[src/rtl/dmem_responder_pkg.sv]
// Purpose: shared op codes, bus size encoding, FSM states and helpers for the data-memory responder.
// Latency: n/a (types, constants and pure functions only).
// Backpressure: n/a.
package dmem_responder_pkg;

    // Memory op codes, shared with the issue-slot arbiter and the decoder.
    localparam logic [5:0] OP_LB  = 6'h20;
    localparam logic [5:0] OP_LH  = 6'h21;
    localparam logic [5:0] OP_LW  = 6'h23;
    localparam logic [5:0] OP_LBU = 6'h24;
    localparam logic [5:0] OP_LHU = 6'h25;
    localparam logic [5:0] OP_SB  = 6'h28;
    localparam logic [5:0] OP_SH  = 6'h29;
    localparam logic [5:0] OP_SW  = 6'h2b;

    // data_size encoding on the SRAM-like bus.
    localparam logic [1:0] SIZE_BYTE = 2'd0;
    localparam logic [1:0] SIZE_HALF = 2'd1;
    localparam logic [1:0] SIZE_WORD = 2'd2;

    typedef enum logic [1:0] {
        ST_IDLE = 2'd0,
        ST_ADDR = 2'd1,
        ST_DATA = 2'd2
    } dmem_state_t;

    // Attributes of one in-flight request; also the source of the bus
    // fields once the first request cycle has passed.
    typedef struct packed {
        logic [5:0]  op;
        logic [1:0]  off;
        logic        wr;
        logic [1:0]  size;
        logic [31:0] addr;
        logic [31:0] wdata;
`ifdef DMEM_KSEG_MAP_EN
        logic        uncached;
`endif
    } req_t;

    function automatic logic [1:0] op_size(input logic [5:0] op);
        case (op)
            OP_LB, OP_LBU, OP_SB: return SIZE_BYTE;
            OP_LH, OP_LHU, OP_SH: return SIZE_HALF;
            default:              return SIZE_WORD;
        endcase
    endfunction

    // Right-aligned store data replicated across every lane the access
    // could touch, so the bus can pick lanes by address alone.
    function automatic logic [31:0] op_wdata(input logic [5:0] op, input logic [31:0] wd);
        case (op)
            OP_SB:   return {4{wd[7:0]}};
            OP_SH:   return {2{wd[15:0]}};
            OP_SW:   return wd;
            default: return 32'h0;
        endcase
    endfunction

    // kseg0/kseg1 (0x8000_0000-0xBFFF_FFFF) fold onto physical low memory.
    function automatic logic [31:0] kseg_map(input logic [31:0] a);
        return (a[31:30] == 2'b10) ? {3'b000, a[28:0]} : a;
    endfunction

endpackage

[src/rtl/dmem_responder_load_ext.sv]
// Purpose: extract and sign/zero-extend the addressed byte/half/word of a raw read word.
// Latency: combinational, zero cycles.
// Backpressure: none; pure function of its inputs.
// Ports: op (memory op code), off (byte offset addr[1:0]), raw (bus read word),
//        ext (extended result, right-aligned).
module load_ext
    import dmem_responder_pkg::*;
(
    input  logic [5:0]  op,
    input  logic [1:0]  off,
    input  logic [31:0] raw,
    output logic [31:0] ext
);

    logic [7:0]  byte_sel;
    logic [15:0] half_sel;

    always_comb begin
        byte_sel = raw[7:0];
        case (off)
            2'd0: byte_sel = raw[7:0];
            2'd1: byte_sel = raw[15:8];
            2'd2: byte_sel = raw[23:16];
            2'd3: byte_sel = raw[31:24];
            default: byte_sel = raw[7:0];
        endcase
        // Halfword loads are aligned, so only addr[1] picks the half.
        half_sel = off[1] ? raw[31:16] : raw[15:0];

        case (op)
            OP_LB:   ext = {{24{byte_sel[7]}}, byte_sel};
            OP_LBU:  ext = {24'h0, byte_sel};
            OP_LH:   ext = {{16{half_sel[15]}}, half_sel};
            OP_LHU:  ext = {16'h0, half_sel};
            default: ext = raw;
        endcase
    end

endmodule

[src/rtl/dmem_responder.sv]
// Purpose: responder for the merged E-stage data-memory request; drives an SRAM-like bus, returns extended load data to M.
// Latency: 2 cycles minimum (request+addr_ok, then data_ok); each missing addr_ok/data_ok adds one cycle.
// Backpressure: d_stall freezes the pipeline while a request is in flight; one transaction outstanding at a time.
// Ports:
//   clk, resetn                      core clock, async active-low reset
//   E_mem_en/ren/wen/op/addr/wdata   E-stage request (already exception-gated)
//   M_mem_rdata                      registered, extended load result for M
//   d_stall                          pipeline freeze
//   data_req/wr/size/addr/wdata      bus request side
//   data_addr_ok/data_ok/rdata       bus response side
//   data_uncached                    kseg1 flag, only with DMEM_KSEG_MAP_EN
// Build option: DMEM_KSEG_MAP_EN enables fixed MIPS kseg0/kseg1 address folding.
module dmem_responder
    import dmem_responder_pkg::*;
#(
    parameter int ADDR_W = 32,
    parameter int DATA_W = 32
) (
    input  logic              clk,
    input  logic              resetn,

    input  logic              E_mem_en,
    input  logic              E_mem_ren,
    input  logic              E_mem_wen,
    input  logic [5:0]        E_mem_op,
    input  logic [ADDR_W-1:0] E_mem_addr,
    input  logic [DATA_W-1:0] E_mem_wdata,

    output logic [DATA_W-1:0] M_mem_rdata,
    output logic              d_stall,

    output logic              data_req,
    output logic              data_wr,
    output logic [1:0]        data_size,
    output logic [ADDR_W-1:0] data_addr,
    output logic [DATA_W-1:0] data_wdata,
`ifdef DMEM_KSEG_MAP_EN
    output logic              data_uncached,
`endif
    input  logic              data_addr_ok,
    input  logic              data_data_ok,
    input  logic [DATA_W-1:0] data_rdata
);

    dmem_state_t state;
    req_t        req_q;
    req_t        e_req;
    req_t        bus;
    logic [31:0] rdata_q;
    logic [31:0] ext_rdata;

    // A request with neither ren nor wen is still issued as a read, so
    // only wen shapes the transaction.
    logic unused_ren;
    assign unused_ren = E_mem_ren;

    // Bus fields computed straight from the E inputs for the first
    // request cycle.
    always_comb begin
        e_req.op    = E_mem_op;
        e_req.off   = E_mem_addr[1:0];
        e_req.wr    = E_mem_wen;
        e_req.size  = op_size(E_mem_op);
        e_req.wdata = op_wdata(E_mem_op, E_mem_wdata);
`ifdef DMEM_KSEG_MAP_EN
        e_req.addr     = kseg_map(E_mem_addr);
        e_req.uncached = (E_mem_addr[31:29] == 3'b101);
`else
        e_req.addr  = E_mem_addr;
`endif
    end

    // In IDLE the bus follows E directly; from then on it follows the
    // latched copy, so the fields stay put until addr_ok even if E moves.
    assign bus = (state == ST_IDLE) ? e_req : req_q;

    assign data_req   = ((state == ST_IDLE) && E_mem_en) || (state == ST_ADDR);
    assign data_wr    = bus.wr;
    assign data_size  = bus.size;
    assign data_addr  = bus.addr;
    assign data_wdata = bus.wdata;
`ifdef DMEM_KSEG_MAP_EN
    assign data_uncached = bus.uncached;
`endif

    // The data_ok cycle itself does not stall: the load's M cycle follows
    // immediately with rdata_q already updated.
    assign d_stall = ((state == ST_IDLE) && E_mem_en)
                   || (state == ST_ADDR)
                   || ((state == ST_DATA) && !data_data_ok);

    assign M_mem_rdata = rdata_q;

    load_ext u_load_ext (
        .op  (req_q.op),
        .off (req_q.off),
        .raw (data_rdata),
        .ext (ext_rdata)
    );

    always_ff @(posedge clk or negedge resetn) begin
        if (!resetn) begin
            state   <= ST_IDLE;
            req_q   <= '0;
            rdata_q <= '0;
        end else begin
            case (state)
                ST_IDLE: begin
                    if (E_mem_en) begin
                        req_q <= e_req;
                        state <= data_addr_ok ? ST_DATA : ST_ADDR;
                    end
                end
                ST_ADDR: begin
                    if (data_addr_ok) begin
                        state <= ST_DATA;
                    end
                end
                ST_DATA: begin
                    if (data_data_ok) begin
                        state <= ST_IDLE;
                        // Stores complete without touching the load result.
                        if (!req_q.wr) begin
                            rdata_q <= ext_rdata;
                        end
                    end
                end
                default: state <= ST_IDLE;
            endcase
        end
    end

endmodule

[config.mk]
export PLATFORM = sky130hd
export DESIGN_NAME = dmem_responder
export DESIGN_NICKNAME = d
export VERILOG_FILES = /design/src/rtl/dmem_responder_pkg.sv /design/src/rtl/dmem_responder_load_ext.sv /design/src/rtl/dmem_responder.sv
export SDC_FILE = /design/constraint.sdc
export NUM_CORES = 1
export LEC_CHECK = 0
export BUFFER_PORTS_ARGS = -buffer_cell sky130_fd_sc_hd__buf_2
export CAP_MARGIN = 0
export CORE_ASPECT_RATIO = 1.1
export CORE_MARGIN = 5
export CORE_UTILIZATION = 48
export CTS_CLUSTER_SIZE = 16
export DETAILED_ROUTE_END_ITERATION = 12
export MAX_ROUTING_LAYER = met4
export PLACE_DENSITY = 0.78
export SKIP_LAST_GASP = 1
export SLEW_MARGIN = 25
export SYNTH_ARGS = -nofsm -noshare
export SYNTH_HDL_FRONTEND = slang
export SYNTH_SLANG_ARGS = --single-unit
[constraint.sdc]
create_clock -name clk -period 2.22 [get_ports clk]
set_clock_uncertainty 0.15 [all_clocks]
set_input_delay 0.444 -clock clk [delete_from_list [all_inputs] [get_ports clk]]
set_output_delay 0.444 -clock clk [all_outputs]
set_load 0.1 [all_outputs]
==> summary.md, run 1 <==
| Metric | Value |
|---|---|
| Status | complete, but fails checks |
| Worst-Margin Slew | 1.06 ns |
| Fmax | 386 MHz |
| Max-slew headroom | 28.9% |
| Via count | 6575 |
| Core Area | 12000 sq um |
| Violated checks | negative setup slack |
| Endpoint class of the critical path | output pin |
| Crit path time final | 2.59 ns |
| Crit-path max FO | 18 |
| DR pass1 iterations | 5 |
| Max cap viols | 0 |
| Clock tree buffer depth | 2 |
| Final worst path period share | 117% |
| Multi-input gate area | 3820 sq um |
| Cts hold-fix bufs | 0 |
| Filler instances | 609 |
| Total die area | 14500 sq um |
| Die H | 126 um |
| Final Util | 82.7% |
| DRC viols | 0 |
| Iteration-0 DRC Markers | 865 |
| Seq cells post-synth | 107 |
| PortBufs | 208 |
| Routability congestion estimate | 0.908 |
| First-pass GRT wire length | 33.3 mm |
| Htree depth | 3 |
| RSZ-0062 raised after global routing | true |
| FF+latch area | 2680 sq um |
| Reg power frac | 24.6% |
| P_int | 5.10 mW |
| Seq/Total Area, Yosys | 45.9% |
| Root Buffer Master | clkbuf_16 |
| Mapped Area | 5840 sq um |
| Die Wd | 115 um |
| Clk network pwr share | 14.0% |
| CTS tree | yes |
| CP arrival | 2.00 ns |
| Gate power share | 61.4% |
| IO Pins | 210 |
| Crit path kind | input pin to output pin |
| Post-DP HPWL | 14.3 mm |
| Fin. max-slew vios | 0 |
| Distinct cells, synth | 46 |
| Antenna violations before repair | 1 |
| Leakage | 4.58 nW |
| Gr usage total | 29.8% |
| Most frequent cells in the layout | nand2_1, buf_2, dfrtp_1, buf_12, nand2_4 |
| Vias per cell | 5.93 |
| Hold Vio Cnt, Final | 0 |
| Layout cells sized above 1 | 47.3% |
| Drt total wl | 23.3 mm |
| Mapped Cells | 717 |
| Wirelength per Cell | 21.0 um |
| Synthesized area per cell | 8.14 sq um |
| Area Overhead vs Synth | 69.6% |
| Grt ovf | 0 |
| Most common cell after layout, fill and taps aside | nand2_1 |
| Final WS setup | -0.371 ns |
| Num Clock Sinks | 107 |
| Number of global-route vias before repair | 6423 |
| Worst-Skew Late Latency | 0.34 ns |
| Switch share | 55.0% |
| Startpoint types | input pin |
| Final-report setup violation count | 84 |
| Final Power | 11.3 mW |
| Hold WC Path Type | input pin to asynchronous set/reset pin |
| Layout Nets | 1058 |
| Reg clk slew, reported paths | 0.08 ns |
| Ys Warns | 0 |
| Post-synth top flop | dfrtp_1 |
| Max rail drop VDD | 1.21 mV |
| Pwr per Cell Area | 1140 nW/um^2 |
| Routed Antenna Nets | 0 |
| Row count | 42 |
| Post-synth ARST share | 100% |
| Starting density of the core | 48.7% |
| Num CTS Buffers | 9 |
| Switch Pwr | 6.24 mW |
| EDFF count, synth | 0 |
| Mapped Nets | 826 |
| Pin count of the biggest net entering global routing | 108 |
| Worst Path Required | 1.63 ns |
[flip-flops by register name, summed over array words and instances (netlist names)]
name	flops
M_mem_rdata	32
state	2
req_q	73
[worst paths after layout]
kind,start,to,slack [ns],depth (start not counted)
setup / recovery,E_mem_op[2],data_wdata[24],-0.37,7
hold / removal,resetn,req_q[42],0.007,2
setup reg to reg,state[1],req_q[57],-0.05,12
hold reg to reg,req_q[34],req_q[34],0.33,2
max in group asynchronous,resetn,req_q[8],1.46,2
min in group clk,E_mem_addr[18],req_q[50],0.15,3
[power groups by stage]
stage          logic, mW  clock network [mW]  registers (mW)
6_report            6.96                1.59            2.79
5_1_grt             7.19                1.69            2.84
4_1_cts             6.67                1.60            2.75
3_5_place_dp        6.56                   0            2.79
3_3_place_gp        6.47                   0            2.77
2_1_floorplan       2.78                   0            4.82
[synth_stat cells, types with 2 or more instances]
| library cell | instances | area (sq um) |
|---|---|---|
| a21oi_1 | 17 | 85.1 |
| a21oi_2 | 12 | 105 |
| a221oi_1 | 3 | 26.3 |
| a221oi_2 | 4 | 60.1 |
| a22oi_1 | 16 | 120 |
| a31oi_1 | 9 | 56.3 |
| a32oi_1 | 21 | 184 |
| and2_1 | 2 | 12.5 |
| buf_1 | 8 | 30.0 |
| buf_2 | 11 | 55.1 |
| buf_4 | 4 | 30.0 |
| buf_6 | 5 | 56.3 |
| clkbuf_1 | 29 | 109 |
| dfrtp_1 | 107 | 2680 |
| mux2_2 | 5 | 56.3 |
| mux2i_1 | 2 | 20.0 |
| mux4_2 | 8 | 180 |
| nand2_1 | 315 | 1180 |
| nand4_1 | 3 | 18.8 |
| nor2_1 | 42 | 158 |
| nor2_8 | 2 | 40.0 |
| nor4_1 | 2 | 12.5 |
| o211ai_1 | 2 | 15.0 |
| o21ai_0 | 56 | 280 |
| o21ai_1 | 8 | 40.0 |
| o31ai_1 | 3 | 22.5 |
| or3b_1 | 2 | 17.5 |
[repair_timing]
item                                    in CTS  in global routing
setup buffers                               16                 14
cloned                                       1                  2
endpoints found under the setup margin      62                 72
pin swaps                                   11                 33
resized for setup                           29                 70
[final cells by class]
type                       instances  share of cell area (%)
timing repair buffer             278                    29.6
antenna                            1                  0.0253
clock buffer                      10                    2.41
tap                              154                    1.95
sequential                       107                    27.0
clock inverter                     6                   0.493
multi-input combinational        553                    38.5
[per-layer routing]
layer  part of all wire [%]  wire length (um)  up-vias  global-route usage [%]
met2                     51             11900      391                    48.2
li1                       -                 -     2896                       -
met4                    4.4              1030        0                    13.6
met1                     36              8330     3204                    36.3
met3                    8.7              2020       84                    5.28
met5                      0                 0        -                       -
[per-stage QoR]
stage	TNS, ns	worst slack, ns	cell area, sq um	instances	hold WS (ns)
3_3_place_gp	-10.64	-0.413	8950	1063	0.306
6_report	-19.66	-0.371	9900	1109	0.00734
5_1_grt	-24.27	-0.424	9900	1109	0.0699
3_5_place_dp	-11.36	-0.442	8950	1063	0.312
2_1_floorplan	-14.51	-1.12	6520	717	-0.00159
4_1_cts	-8.10	-0.284	9500	1096	0.0429
[worst max-delay path, stage by stage]
cell and delay (ns):
buf_6 0.10, or3b_4 0.47, nor2_4 0.21, buf_12 0.20, a22oi_1 0.13, o21ai_2 0.22
buf_12 0.20
[logic make-up after synthesis]
family                 Yosys count  synth area share, %
AO/OA/AOI/OAI                  155                 17.8
buffers and inverters           57                 4.80
flip-flops                     107                 45.9
multiplexers                    15                 4.39
AND/OR/NAND/NOR                383                 27.1
Power figures use the tool's default switching activity.
==> run 2, diff against run 1 <==
--- a/config.mk
+++ b/config.mk
@@ -5,6 +5,7 @@
 export SDC_FILE = /design/constraint.sdc
 export NUM_CORES = 1
 export LEC_CHECK = 0
+export ABC_AREA = 1
 export BUFFER_PORTS_ARGS = -buffer_cell sky130_fd_sc_hd__buf_2
 export CAP_MARGIN = 0
 export CORE_ASPECT_RATIO = 1.1
@@ -13,9 +14,10 @@
 export CTS_CLUSTER_SIZE = 16
 export DETAILED_ROUTE_END_ITERATION = 12
 export MAX_ROUTING_LAYER = met4
-export PLACE_DENSITY = 0.78
+export PLACE_DENSITY = 0.76
 export SKIP_LAST_GASP = 1
 export SLEW_MARGIN = 25
 export SYNTH_ARGS = -nofsm -noshare
 export SYNTH_HDL_FRONTEND = slang
+export SYNTH_HIERARCHICAL = 1
 export SYNTH_SLANG_ARGS = --single-unit
==> summary.md, run 2 <==
| Metric | Value |
|---|---|
| Post-synth top area share | 41.4% (was 45.9%) |
| Layout Nets | 1177 (was 1058) |
| Final worst path period share | 107% (was 117%) |
| Mapped Cells | 848 (was 717) |
| Num Clock Sinks | 107 (unchanged) |
| DRC viols | 0 (unchanged) |
| Most common cell after layout, fill and taps aside | nand2_1 (unchanged) |
| Row count | 44 (was 42) |
| RR Endpoint | req_q[22] (was req_q[57]) |
| Final WS setup | -0.146 ns (was -0.371 ns) |
| R2R cell count | 6 (was 12) |
| Leakage | 5.03 nW (was 4.58 nW) |
| FF-to-FF Start | state[1] (unchanged) |
| DR pass1 iterations | 6 (was 5) |
| CTS tree | yes (unchanged) |
| First-pass GRT wire length | 32.9 mm (was 33.3 mm) |
| Die Wd | 121 um (was 115 um) |
| Vias per cell | 5.55 (was 5.93) |
| CP arrival | 1.77 ns (was 2.00 ns) |
| Via count | 6850 (was 6575) |
| Max-slew headroom | 65.4% (was 28.9%) |
| RSZ-0062 raised after global routing | true (unchanged) |
| Placed Area | 9220 sq um (was 8950 sq um) |
| IO Pins | 210 (unchanged) |
| Total die area | 15900 sq um (was 14500 sq um) |
| Critical path origin | state[1] (was E_mem_op[2]) |
| Gr usage total | 26.4% (was 29.8%) |
| Ys Warns | 6 (was 0) |
| Hold Vio Cnt, Final | 0 (unchanged) |
| Grt ovf | 0 (unchanged) |
| Iteration-0 DRC Markers | 743 (was 865) |
| PortBufs | 208 (unchanged) |
| Number of global-route vias before repair | 6665 (was 6423) |
| Max cap viols | 0 (unchanged) |
| Worst-Margin Slew | 0.519 ns (was 1.06 ns) |
| Distinct cells, synth | 32 (was 46) |
| Worst Path Required | 1.63 ns (about the same) |
| Post-synth ARST share | 100% (unchanged) |
| Area Overhead vs Synth | 54.8% (was 69.6%) |
| FF+latch area | 2680 sq um (unchanged) |
| Seq cells post-synth | 107 (unchanged) |
| Core Area | 13200 sq um (was 12000 sq um) |
| Filler instances | 883 (was 609) |
| Top post-synthesis cells by count | nand2_1, dfrtp_1, nand3_1 (was nand2_1, dfrtp_1, o21ai_0) |
| Startpoint types | flip-flop (was input pin) |
| Max FFs per register | 73 (unchanged) |
| Most frequent cells in the layout | nand2_1, buf_2, dfrtp_1, nand3_1, buf_12 (was nand2_1, buf_2, dfrtp_1, buf_12, nand2_4) |
| Crit path time final | 2.37 ns (was 2.59 ns) |
| Starting density of the core | 49.0% (was 48.7%) |
| Max rail drop VDD | 0.650 mV (was 1.21 mV) |
| Post-route setup TNS | -1.68 ns (was -19.66 ns) |
| Post-DP HPWL | 14.6 mm (was 14.3 mm) |
| Status | complete, but fails checks (unchanged) |
| Mapped Nets | 957 (was 826) |
| Largest Register | req_q (unchanged) |
| Reg clk slew, reported paths | 0.08 ns (about the same) |
| Violated checks | negative setup slack (unchanged) |
| Area leader, netlist | dfrtp_1 (unchanged) |
| Worst-Skew Late Latency | 0.36 ns (was 0.34 ns) |
| Root Buffer Master | clkbuf_16 (unchanged) |
| Post-synth top flop | dfrtp_1 (unchanged) |
| Crit path kind | flip-flop to output pin (was input pin to output pin) |
| EDFF count, synth | 0 (unchanged) |
| Fmax | 423 MHz (was 386 MHz) |
| Count leader, synth | nand2_1 (unchanged) |
| Fin area | 10000 sq um (was 9900 sq um) |
| Clock tree buffer depth | 2 (unchanged) |
| Wirelength per Cell | 17.5 um (was 21.0 um) |
| Crit-path max FO | 3 (was 18) |
| Num CTS Buffers | 9 (unchanged) |
| Die H | 132 um (was 126 um) |
| Pin count of the biggest net entering global routing | 45 (was 108) |
| Htree depth | 3 (unchanged) |
| Multi-input gate area | 3920 sq um (was 3820 sq um) |
| Layout cells sized above 1 | 43.7% (was 47.3%) |
| Fin. max-slew vios | 0 (unchanged) |
| Hold WC Path Type | input pin to flip-flop (was input pin to asynchronous set/reset pin) |
| Routed Antenna Nets | 0 (unchanged) |
| Drt total wl | 21.6 mm (was 23.3 mm) |
| Antenna violations before repair | 1 (unchanged) |
| Routability congestion estimate | 0.873 (was 0.908) |
| Synthesized area per cell | 7.63 sq um (was 8.14 sq um) |
| Seq/Total Area, Yosys | 41.4% (was 45.9%) |
| R2R setup slack | 0.23 ns (was -0.05 ns) |
| Synth area leaders | dfrtp_1, nand2_1, nand3_1 (was dfrtp_1, nand2_1, o21ai_0) |
| Final Power | 11.3 mW (about the same) |
| Place WS | -0.0721 ns (was -0.442 ns) |
| Setup crit end | data_size[1] (was data_wdata[24]) |
| Endpoint class of the critical path | output pin (unchanged) |
| Pwr per Cell Area | 1130 nW/um^2 (was 1140 nW/um^2) |
| Final-report setup violation count | 52 (was 84) |
| Mapped Area | 6470 sq um (was 5840 sq um) |
==> run 2: cell count changes after synthesis, moves of 9 or more <==
cell      before  now
a21oi_2       12    0
inv_1          0   56
nand3_2        0   21
nand3_1        0   93
mux2_2         5   28
or2_2          0   13
a22oi_1       16    0
o21ai_1        8   43
a31oi_1        9    0
nand4_1        3   14
a21oi_1       17    2
a32oi_1       21    0
clkbuf_1      29   11
nor2_1        42   10
==> run 2: final cells by class <==
type	count	share of cell area [%]
Antenna cell	1	0.0250
Sequential cell	107	26.7
Timing Repair Buffer	257	26.6
Inverter	62	2.45
Clock inverter	7	0.824
Tap cell	161	2.01
Clock buffer	9	2.25
Multi-Input combinational cell	631	39.2
==> run 2: logic make-up after synthesis <==
family,Yosys count,synth area share (%)
DFF,107,41.4
buffers and inverters,111,9.26
AOI/OAI and AO/OA,98,7.62
and+or+nand+nor,500,36.2
muxes,32,5.57
==> run 2: through the flow <==
step | util, % | instances | hold slack (ns)
floorplan | - | 848 | -0.00159
global placement | 69.8 | 1202 | 0.204
detailed placement | 69.8 | 1202 | 0.202
CTS | 73.3 | 1225 | 0.0801
global route | 75.8 | 1235 | 0.104
finish | 75.8 | 1235 | 0.0936
==> run 2: worst max-delay path, cell delays in order (launching register included) <==
cell,delay [ns]
dfrtp_1,0.41
nor2_4,0.21
buf_6,0.13
o21ai_0,0.13
nor3_2,0.27
nor2_2,0.09
buf_12,0.18
==> run 2: timing repair <==
action,CTS,global route
gates cloned,3,1
pin swaps,3,25
hold endpoints to repair,19,0
buffers inserted,3,8
resized for setup,16,54
setup endpoints to repair,44,69
hold buffers,1,0
==> run 2: power by group <==
group / internal [mW] / switching (mW) / leakage (nW) / total (mW)
sequential: 2.44 / 0.298 / 1.36 / 2.74
clock: 0.899 / 0.813 / 0.150 / 1.71
combinational: 1.79 / 5.05 / 3.52 / 6.84
total: 5.13 / 6.16 / 5.03 / 11.3
==> run 2: worst min-delay path by stage <==
stage	from	endpoint	slack, ns	cells after the start
after floorplan	resetn	M_mem_rdata[0]	-0.002	0
after global placement	resetn	req_q[52]	0.20	1
after detailed placement	resetn	req_q[52]	0.20	1
after CTS	data_addr_ok	state[0]	0.08	2
after global routing	data_addr_ok	state[0]	0.10	2
final	data_addr_ok	state[0]	0.09	2
==> run 2: layer usage <==
layer	track usage, %	wire length [um]	vias up
li1	-	-	3190
met1	32.4	8300	3204
met2	42.6	10800	361
met3	4.25	1580	95
met4	12.1	995	0
met5	-	0	-
==> run 3, diff against run 2 <==
--- a/config.mk
+++ b/config.mk
@@ -15,6 +15,7 @@
 export DETAILED_ROUTE_END_ITERATION = 12
 export MAX_ROUTING_LAYER = met4
 export PLACE_DENSITY = 0.76
+export RECOVER_POWER = 25
 export SKIP_LAST_GASP = 1
 export SLEW_MARGIN = 25
 export SYNTH_ARGS = -nofsm -noshare
==> summary.md, run 3 (same netlist as run 2, synthesis figures left out) <==
| Metric | Value |
|---|---|
| Status | complete, but fails checks (unchanged) |
| Violated checks | negative setup slack (unchanged) |
| Startpoint types | flip-flop (unchanged) |
| Final Util | 75.8% (about the same) |
| Antenna violations before repair | 1 (unchanged) |
| Starting density of the core | 49.0% (unchanged) |
| Reg clk slew, reported paths | 0.08 ns (about the same) |
| Leakage | 5.02 nW (was 5.03 nW) |
| Hold Vio Cnt, Final | 0 (unchanged) |
| Fin. max-slew vios | 0 (unchanged) |
| Crit path time final | 2.37 ns (about the same) |
| Iteration-0 DRC Markers | 736 (was 743) |
| Most common cell after layout, fill and taps aside | nand2_1 (unchanged) |
| RR Endpoint | req_q[22] (unchanged) |
| Core Area | 13200 sq um (unchanged) |
| Grt ovf | 0 (unchanged) |
| Worst Path Required | 1.63 ns (about the same) |
| Num Clock Sinks | 107 (unchanged) |
| Vias per cell | 5.57 (was 5.55) |
| Critical path's slowest cell | dfrtp_1 (unchanged) |
| Max FFs per register | 73 (unchanged) |
| DR pass1 iterations | 8 (was 6) |
| Total die area | 15900 sq um (unchanged) |
| Max cap viols | 0 (unchanged) |
| R2R setup slack | 0.22 ns (was 0.23 ns) |
| Min-delay src | data_addr_ok (unchanged) |
| Number of global-route vias before repair | 6665 (unchanged) |
| Layout cells sized above 1 | 43.5% (was 43.7%) |
| Largest Register | req_q (unchanged) |
| Post-DP HPWL | 14.6 mm (unchanged) |
| Endpoint class of the critical path | output pin (unchanged) |
| RSZ-0062 raised after global routing | true (unchanged) |
| Root Buffer Master | clkbuf_16 (unchanged) |
| Wirelength per Cell | 17.5 um (about the same) |
| Via count | 6876 (was 6850) |
| Routability congestion estimate | 0.873 (unchanged) |
| Die Wd | 121 um (unchanged) |
| Placed Cells | 1202 (unchanged) |
| CTS tree | yes (unchanged) |
| First-pass GRT wire length | 32.9 mm (unchanged) |
| Crit-path max FO | 3 (unchanged) |
| Most frequent cells in the layout | nand2_1, buf_2, dfrtp_1, nand3_1, buf_12 (unchanged) |
| Crit path cell chain | nor2_4, buf_6, o21ai_0, nor3_2, nor2_2, buf_12 (unchanged) |
| Clock tree buffer depth | 2 (unchanged) |
| Pin count of the biggest net entering global routing | 45 (unchanged) |
| WP depth | 6 (unchanged) |
| DRC viols | 0 (unchanged) |
| Fmax | 423 MHz (about the same) |
| Die H | 132 um (unchanged) |
| PortBufs | 208 (unchanged) |
| Layout Nets | 1177 (unchanged) |
| Post-route setup TNS | -1.67 ns (was -1.68 ns) |
| CP arrival | 1.77 ns (about the same) |
| R2R cell count | 6 (unchanged) |
| Worst-Margin Slew | 1.24 ns (was 0.519 ns) |
| Num CTS Buffers | 9 (unchanged) |
| Final Instance Count excl. Fillers | 1235 (unchanged) |
| CP bufs+invs | 2 (unchanged) |
| Slowest stage delay, CP | 0.41 ns (about the same) |
| CP delay by family, top | simple AND/OR/NAND/NOR gates (unchanged) |
| Hold WC Path Type | input pin to flip-flop (unchanged) |
| Max rail drop VDD | 0.649 mV (was 0.650 mV) |
| Final WS setup | -0.146 ns (about the same) |
| Final worst path period share | 107% (about the same) |
| Row count | 44 (unchanged) |
| Hold Path Sink | state[0] (unchanged) |
| Max-slew headroom | 17.1% (was 65.4%) |
| Worst-Skew Late Latency | 0.36 ns (about the same) |
| Worst hold stages | 2 (unchanged) |
| FF-to-FF Start | state[1] (unchanged) |
| Area Overhead vs Synth | 54.7% (was 54.8%) |
| Htree depth | 3 (unchanged) |
| Routed Antenna Nets | 0 (unchanged) |
| Drt total wl | 21.7 mm (was 21.6 mm) |
| Pwr per Cell Area | 1130 nW/um^2 (about the same) |
| Crit path kind | flip-flop to output pin (unchanged) |
| Final-report setup violation count | 51 (was 52) |
| IO Pins | 210 (unchanged) |
| Gr usage total | 26.4% (unchanged) |
==> run 3: timing repair <==
action | in CTS | in global routing
hold endpoints to repair | 19 | 0
buffers inserted | 3 | 8
setup endpoints to repair | 44 | 69
resized for setup | 16 | 54
gates cloned | 3 | 1
hold buffers | 1 | 0
pin swaps | 3 | 25
==> run 3: per-layer routing <==
layer	wire (um)	vias to the layer above	global-route usage [%]
met3	1580	105	4.25
li1	-	3192	-
met1	8300	3208	32.4
met5	0	-	-
met2	10700	371	42.6
met4	1090	0	12.1
==> run 3: how the worst max path moves through the flow <==
stage / from / to
floorplan: state[1] / data_addr[28]
global placement: E_mem_op[4] / data_wdata[21]
detailed placement: E_mem_op[4] / data_wdata[21]
CTS: state[0] / data_size[1]
global route: state[1] / data_size[1]
finish: state[1] / data_size[1]
==> run 3: worst reg2reg max path, delay by kind of cell, from the launching register on <==
| family | cells | cell delay [ns] |
|---|---|---|
| buf+inv | 2 | 0.60 |
| flops | 1 | 0.41 |
| simple gates | 4 | 0.73 |
==> run 3: power breakdown <==
| group | internal, mW | switching (mW) | leakage [nW] |
|---|---|---|---|
| Combinational | 1.79 | 5.05 | 3.51 |
| Sequential | 2.44 | 0.298 | 1.36 |
| Clock | 0.899 | 0.812 | 0.150 |
| Total | 5.13 | 6.16 | 5.02 |
==> run 3: cell type report <==
| class | instances | area [sq um] |
|---|---|---|
| Antenna cell | 1 | 2.50 |
| Clock inverter | 7 | 82.6 |
| Sequential cell | 107 | 2680 |
| Fill cell | 885 | 3200 |
| Inverter | 62 | 245 |
| Timing Repair Buffer | 257 | 2650 |
| Clock buffer | 9 | 225 |
| Tap cell | 161 | 201 |
| Multi-Input combinational cell | 631 | 3920 |
==> run 3: metrics by stage <==
stage / cell area (sq um) / setup WS (ns) / power [mW] / hold slack [ns]
after global routing: 10000 / -0.226 / 11.7 / 0.104
after detailed placement: 9220 / -0.0721 / 9.44 / 0.202
after floorplan: 6930 / -0.239 / 7.75 / -0.00159
final: 10000 / -0.146 / 11.3 / 0.0945
after CTS: 9680 / -0.0650 / 11.2 / 0.0801
after global placement: 9220 / -0.0274 / 9.34 / 0.204
